### config.mk
export PLATFORM = sky130hd
export DESIGN_NAME = rtc_bram
export DESIGN_NICKNAME = d
export VERILOG_FILES = /design/src/rtl/rtc_bram.sv
export SDC_FILE = /design/constraint.sdc
export NUM_CORES = 2
export LEC_CHECK = 0
export ABC_AREA = 1
export ABC_CLOCK_PERIOD_IN_PS = 5600
export BUFFER_PORTS_ARGS = -buffer_cell sky130_fd_sc_hd__buf_4
export CORE_MARGIN = 2
export CORE_UTILIZATION = 52
export CTS_CLUSTER_DIAMETER = 30
export DETAILED_ROUTE_END_ITERATION = 7
export PLACE_DENSITY = 0.67
export SLEW_MARGIN = 40
export SYNTH_ARGS = -nofsm -noshare
export SYNTH_HDL_FRONTEND = slang
export SYNTH_SLANG_ARGS = --single-unit
### constraint.sdc
create_clock -name clk -period 5.6 [get_ports clk]
set_clock_uncertainty 0.05 [all_clocks]
set_input_delay 0.56 -clock clk [delete_from_list [all_inputs] [get_ports clk]]
set_output_delay 0.56 -clock clk [all_outputs]
set_load 0.01 [all_outputs]
### src/rtl/rtc_bram.sv
// rtc_bram: battery-backed parameter RAM and real-time clock behind the
// DATA ($C033) and CONTROL ($C034) soft switches.
//
// Ports:
//   clk    - system clock
//   reset  - synchronous, active-high; leaves BRAM, wp and seconds untouched
//   cen    - CPU-rate enable; advances the seconds prescaler and busy counter
//   addr   - 0 = DATA, 1 = CONTROL
//   rw     - 1 = read, 0 = write
//   din    - write data
//   strobe - one-clk access pulse, honoured regardless of cen
//   dout   - read data, combinational so it is valid during the strobe cycle
module rtc_bram #(
   parameter int unsigned TICKS_PER_SEC = 2500000,
   parameter int unsigned BUSY_TICKS    = 8
) (
   input  logic       clk,
   input  logic       reset,
   input  logic       cen,
   input  logic       addr,
   input  logic       rw,
   input  logic [7:0] din,
   input  logic       strobe,
   output logic [7:0] dout
);

   localparam int unsigned PW = (TICKS_PER_SEC > 1) ? $clog2(TICKS_PER_SEC) : 1;
   localparam int unsigned BW = $clog2(BUSY_TICKS + 1);
   localparam logic [PW-1:0] PRESC_LAST = PW'(TICKS_PER_SEC - 1);
   localparam logic [BW-1:0] BUSY_LOAD  = BW'(BUSY_TICKS);

   typedef enum logic [1:0] {
      S_IDLE = 2'd0,
      S_EXT  = 2'd1,
      S_DATA = 2'd2
   } state_t;

   state_t        state_q, state_d;
   logic [7:0]    data_q, data_d;
   logic [1:0]    ctl_q;
   logic [BW-1:0] busy_cnt_q;
   // Bit 7 of the command byte is a don't-care, so only 6:0 is kept.
   logic [6:0]    cmd_q, cmd_d;
   logic [2:0]    ext_q, ext_d;
   logic [7:0]    ptr_q, ptr_d;
   logic [PW-1:0] presc_q;

   // Battery domain: power-up contents, never touched by reset.
   logic [31:0]   secs_q = 32'h0000_0000;
   logic          wp_q   = 1'b0;
   logic [7:0]    bram [256] = '{default: 8'h00};

   logic       busy;
   logic       wr_ok, wr_data, wr_ctl, xfer;
   logic       sec_tick;
   logic       tgt_sec, tgt_wp, tgt_bram;
   logic [7:0] sec_byte, tgt_rdata;
   logic       bram_we, sec_we, wp_we;

   // Access decode; anything arriving while busy is ignored.
   assign busy     = (busy_cnt_q != '0);
   assign wr_ok    = strobe && !rw && !busy && !reset;
   assign wr_data  = wr_ok && !addr;
   assign wr_ctl   = wr_ok && addr;
   assign xfer     = wr_ctl && din[7];
   assign sec_tick = cen && (presc_q == PRESC_LAST) && !reset;

   // Reads see only current register state, never this edge's updates.
   assign dout = addr ? {busy, ctl_q, 5'b0_0000} : data_q;

   // Target decode of the latched command.
   assign tgt_sec  = (cmd_q[6:4] == 3'b000) && (cmd_q[1:0] == 2'b01);
   assign tgt_wp   = (cmd_q == 7'h35);
   assign tgt_bram = (cmd_q[6:3] == 4'b0111);

   // Seconds byte select, little-endian.
   always_comb begin
      sec_byte = secs_q[7:0];
      case (cmd_q[3:2])
         2'd0:    sec_byte = secs_q[7:0];
         2'd1:    sec_byte = secs_q[15:8];
         2'd2:    sec_byte = secs_q[23:16];
         default: sec_byte = secs_q[31:24];
      endcase
   end

   // Read value of the current target; unmapped targets read zero.
   always_comb begin
      tgt_rdata = 8'h00;
      if (tgt_sec)       tgt_rdata = sec_byte;
      else if (tgt_wp)   tgt_rdata = {wp_q, 7'b000_0000};
      else if (tgt_bram) tgt_rdata = bram[ptr_q];
   end

   // Transfer FSM: next state, command capture and target write enables.
   always_comb begin
      state_d = state_q;
      data_d  = data_q;
      cmd_d   = cmd_q;
      ext_d   = ext_q;
      ptr_d   = ptr_q;
      bram_we = 1'b0;
      sec_we  = 1'b0;
      wp_we   = 1'b0;

      if (wr_data) data_d = din;

      if (xfer) begin
         case (state_q)
            S_IDLE: begin
               cmd_d = data_q[6:0];
               if (data_q[6:3] == 4'b0111) begin
                  ext_d   = data_q[2:0];
                  state_d = S_EXT;
               end else begin
                  state_d = S_DATA;
               end
            end
            S_EXT: begin
               ptr_d   = {ext_q, data_q[6:2]};
               state_d = S_DATA;
            end
            S_DATA: begin
               if (din[6]) begin
                  data_d = tgt_rdata;
               end else begin
                  bram_we = tgt_bram && !wp_q;
                  sec_we  = tgt_sec && !wp_q;
                  wp_we   = tgt_wp;
               end
               state_d = S_IDLE;
            end
            default: state_d = S_IDLE;
         endcase
         // LAST closes the transaction after this step's action.
         if (din[5]) state_d = S_IDLE;
      end
   end

   // Resettable state: FSM, DATA/CTL, busy counter, prescaler.
   always_ff @(posedge clk) begin
      if (reset) begin
         state_q    <= S_IDLE;
         data_q     <= 8'h00;
         ctl_q      <= 2'b00;
         busy_cnt_q <= '0;
         cmd_q      <= 7'h00;
         ext_q      <= 3'b000;
         ptr_q      <= 8'h00;
         presc_q    <= '0;
      end else begin
         state_q <= state_d;
         data_q  <= data_d;
         cmd_q   <= cmd_d;
         ext_q   <= ext_d;
         ptr_q   <= ptr_d;
         if (wr_ctl) ctl_q <= din[6:5];
         if (xfer)
            busy_cnt_q <= BUSY_LOAD;
         else if (cen && busy)
            busy_cnt_q <= busy_cnt_q - BW'(1);
         if (cen) presc_q <= (presc_q == PRESC_LAST) ? '0 : presc_q + PW'(1);
      end
   end

   // Battery domain; a seconds-byte write swallows a coincident increment.
   always_ff @(posedge clk) begin
      if (bram_we) bram[ptr_q] <= data_q;
      if (wp_we)   wp_q        <= data_q[7];
      if (sec_we) begin
         case (cmd_q[3:2])
            2'd0:    secs_q[7:0]   <= data_q;
            2'd1:    secs_q[15:8]  <= data_q;
            2'd2:    secs_q[23:16] <= data_q;
            default: secs_q[31:24] <= data_q;
         endcase
      end else if (sec_tick) begin
         secs_q <= secs_q + 32'd1;
      end
   end

endmodule

==> run summary <==
root buffer cell - clkbuf_16
Placed Cells - 9,378
clock buffer depth - 4
drt pass-1 iters - 8
combinational power share - 1.0%
I/O Pins - 22
GRT overflow - 0
synth warn - 0
Setup Fix Bufs, Post-CTS - 0
Synth Instances - 7,559
P_leak - 36.95 nW
synthesized area - 0.08754 mm²
Setup crit start kind - input port
Post-synth EDFFs - 2,081
Total Nets Final - 7,616
RSZ-0062 raised after global routing - false
critical path's most frequent cell - nand2_2
crit-path max cell delay - 750 ps
worst path cell trace - dlygate4sd3_1, buf_4, nor2_4, nand2_2, dlygate4sd3_1, nor3_4, nand2_2, nor2_2, nand2_2, nor3_2, nand2_1, nor2_1
total power - 0.04229 W
post-synth cell types - 41
Setup TNS Final - 0 ps
Pint - 0.03365 W
crit-path leading delay family - simple AND/OR/NAND/NOR gates
largest net degree at the start of global routing - 194
Die H - 414.3 µm
first-pass GRT wire length - 362.1 mm
detailed placement HPWL - 137.0 mm
Crit Path Class - input port to flop
DRC Markers - 0
Worst VDD drop - 0.0003625 V
DR vias - 60,400
Core Box Area - 0.1672 mm²
CTS buffer count - 409
arrival time of the worst setup path - 4970 ps
initial core utilization - 52.35%
most frequent cells in the layout - nand2_1, edfxtp_1, nand3_1
IO Port Bufs - 21
pwr dens - 407.9 mW/mm²
Synthesized Nets - 7,576
Clock transition at path regs - 50 ps
die area - 0.1716 mm²
relative slew slack - 33.20%
Routed WL - 244.7 mm
Row Count - 150
Clock Latency Late Sink - 960 ps
CTS Sinks - 2,145
Yosys reg bits - 2,145
final antenna-violating net count - 0
Setup crit end kind - flop
GRT Total Usage - 28.07%
Slew @ Worst Pin - 991.5 ps
Switch Pwr - 0.008642 W
max frequency - 0.2224 GHz
Non-Filler Instances - 10,140
worst-path maximum fanout - 18
sw frac - 20.43%
max_cap viols - 0
WP data required - 6070 ps
share of cells above drive strength 1 - 10.82%
final setup violation count - 0
number of global-route vias before repair - 58,490
outcome - completed
Seq pwr share - 41.7%
TritonCTS clock tree - yes
htree depth - 5
drt wl/cell - 24.15 µm
Async SR Flop Fraction - 0%
Worst Path Buf+Inv - 3
initial antenna violation count - 9
vias per inst - 5.959
Hold Crit Class - input port to flop
area growth from synthesis to layout - 18.45%
Clk network pwr share - 57.3%
initial drt markers - 8,194
final number of hold-violating endpoints - 0
Seq/Total Area, Yosys - 72.85%
most common cell after layout, fill and taps aside - nand2_1
Tcrit/Tclk final - 80.28%
Post-Place Setup Slack - 1322 ps
die width - 414.3 µm
final-report max-slew violation count - 0
min cycle time layout - 4495 ps
routability cong. - 0.9477
Syn Area/Cell - 11.58 µm²
Synth Flop Type - edfxtp_1
CP max-delay cell - nor2_1
final worst slack - 1105 ps
layout make-up:
type | instances | area [µm²]
Clock inverter | 284 | 3192
Fill cell | 12560 | 63530
Inverter | 93 | 374.1
Timing Repair Buffer | 122 | 1534
Antenna cell | 4 | 10.01
Tap cell | 2204 | 2758
Clock buffer | 456 | 10550
Multi-Input combinational cell | 4828 | 21460
Sequential cell | 2145 | 63820
worst register-to-register path, stage by stage (launching register included):
cell     delay [ps]
dfxtp_1         300
inv_1            80
ha_1            190
nand2_1         160
nor3_4          250
nand2_2          90
nor2_2          260
nand2_2         190
nor3_2          570
nand2_1         690
nor2_1          760
logic make-up (layout without fill, tap and decap cells):
group / after synthesis / count (layout) / synth area share [%]
AOI/OAI and AO/OA: 119 / 119 / 0.7689
xor gates and xnor gates: 33 / 33 / 0.3302
adders and majority gates: 3 / 3 / 0.04288
buffers and inverters: 586 / 955 / 2.717
DFF: 2145 / 2145 / 72.85
other: 0 / 4 / 0
and+or+nand+nor: 4673 / 4673 / 23.30
Yosys cell counts, drive strengths merged (2+ instances only):
cell type | instances | area (µm²)
nand2 | 2222 | 8381
edfxtp | 2081 | 62490
nand3 | 2060 | 10310
nor2 | 334 | 1294
clkbuf | 314 | 1179
buf | 179 | 850.8
inv | 93 | 349.1
dfxtp | 64 | 1281
o21ai | 51 | 255.2
a21oi | 38 | 190.2
nor3 | 32 | 224.0
xor2 | 27 | 236.5
nand4 | 14 | 93.84
a211oi | 9 | 67.56
a221oi | 8 | 70.07
o22ai | 8 | 50.05
xnor2 | 6 | 52.55
nor4 | 5 | 46.29
ha | 3 | 37.54
o21a | 2 | 15.01
or2 | 2 | 12.51
layer usage:
metal | GRT usage (%) | vias up | routed length (µm)
li1 | - | 27070 | -
met1 | 38.50 | 29050 | 95260
met2 | 43.13 | 3615 | 111700
met3 | 6.114 | 654 | 27160
met4 | 12.93 | 10 | 10500
met5 | 0 | - | 70
power by group through the flow:
stage	combinational [W]	sequential, W	clock, W
after floorplan	0.000105	0.0181	0
after global placement	0.000399	0.0179	0
after detailed placement	0.000416	0.0179	0
after CTS	0.000420	0.0176	0.0243
after global routing	0.000455	0.0176	0.0251
final	0.000425	0.0176	0.0242
what timing repair did:
| action | in CTS | in global routing |
|---|---|---|
| gates resized for setup | 0 | 0 |
| hold buffers | 7 | 0 |
| hold endpoints to repair | 19 | 0 |
registers in the layout, summed over array words and instances, names as in the netlist, named ones only:
register and cells:
bram 2048, secs_q 32, presc_q 22, data_q 8
ptr_q 8, cmd_q 7, busy_cnt_q 4, ext_q 3
ctl_q 2, state_q 2, wp_q 1
final timing paths:
kind         slack (ps)     startpoint             to  cells past startpoint
min reg2reg         400       ext_q[2]       ext_q[2]                      2
min                 110         din[7]  busy_cnt_q[3]                      5
max reg2reg        1610  busy_cnt_q[0]   bram[252][5]                     10
max                1100          reset   bram[252][5]                     12
per-stage QoR:
step / cell area, µm² / hold WS (ps) / util (%)
floorplan: 87540 / 374.1 / -
global placement: 89450 / 386.0 / 53.49
detailed placement: 89680 / 390.6 / 53.63
CTS: 103500 / 65.73 / 61.89
global route: 103700 / 135.8 / 62.00
finish: 103700 / 109.3 / 62.01
(Power assumes the default switching activity.)
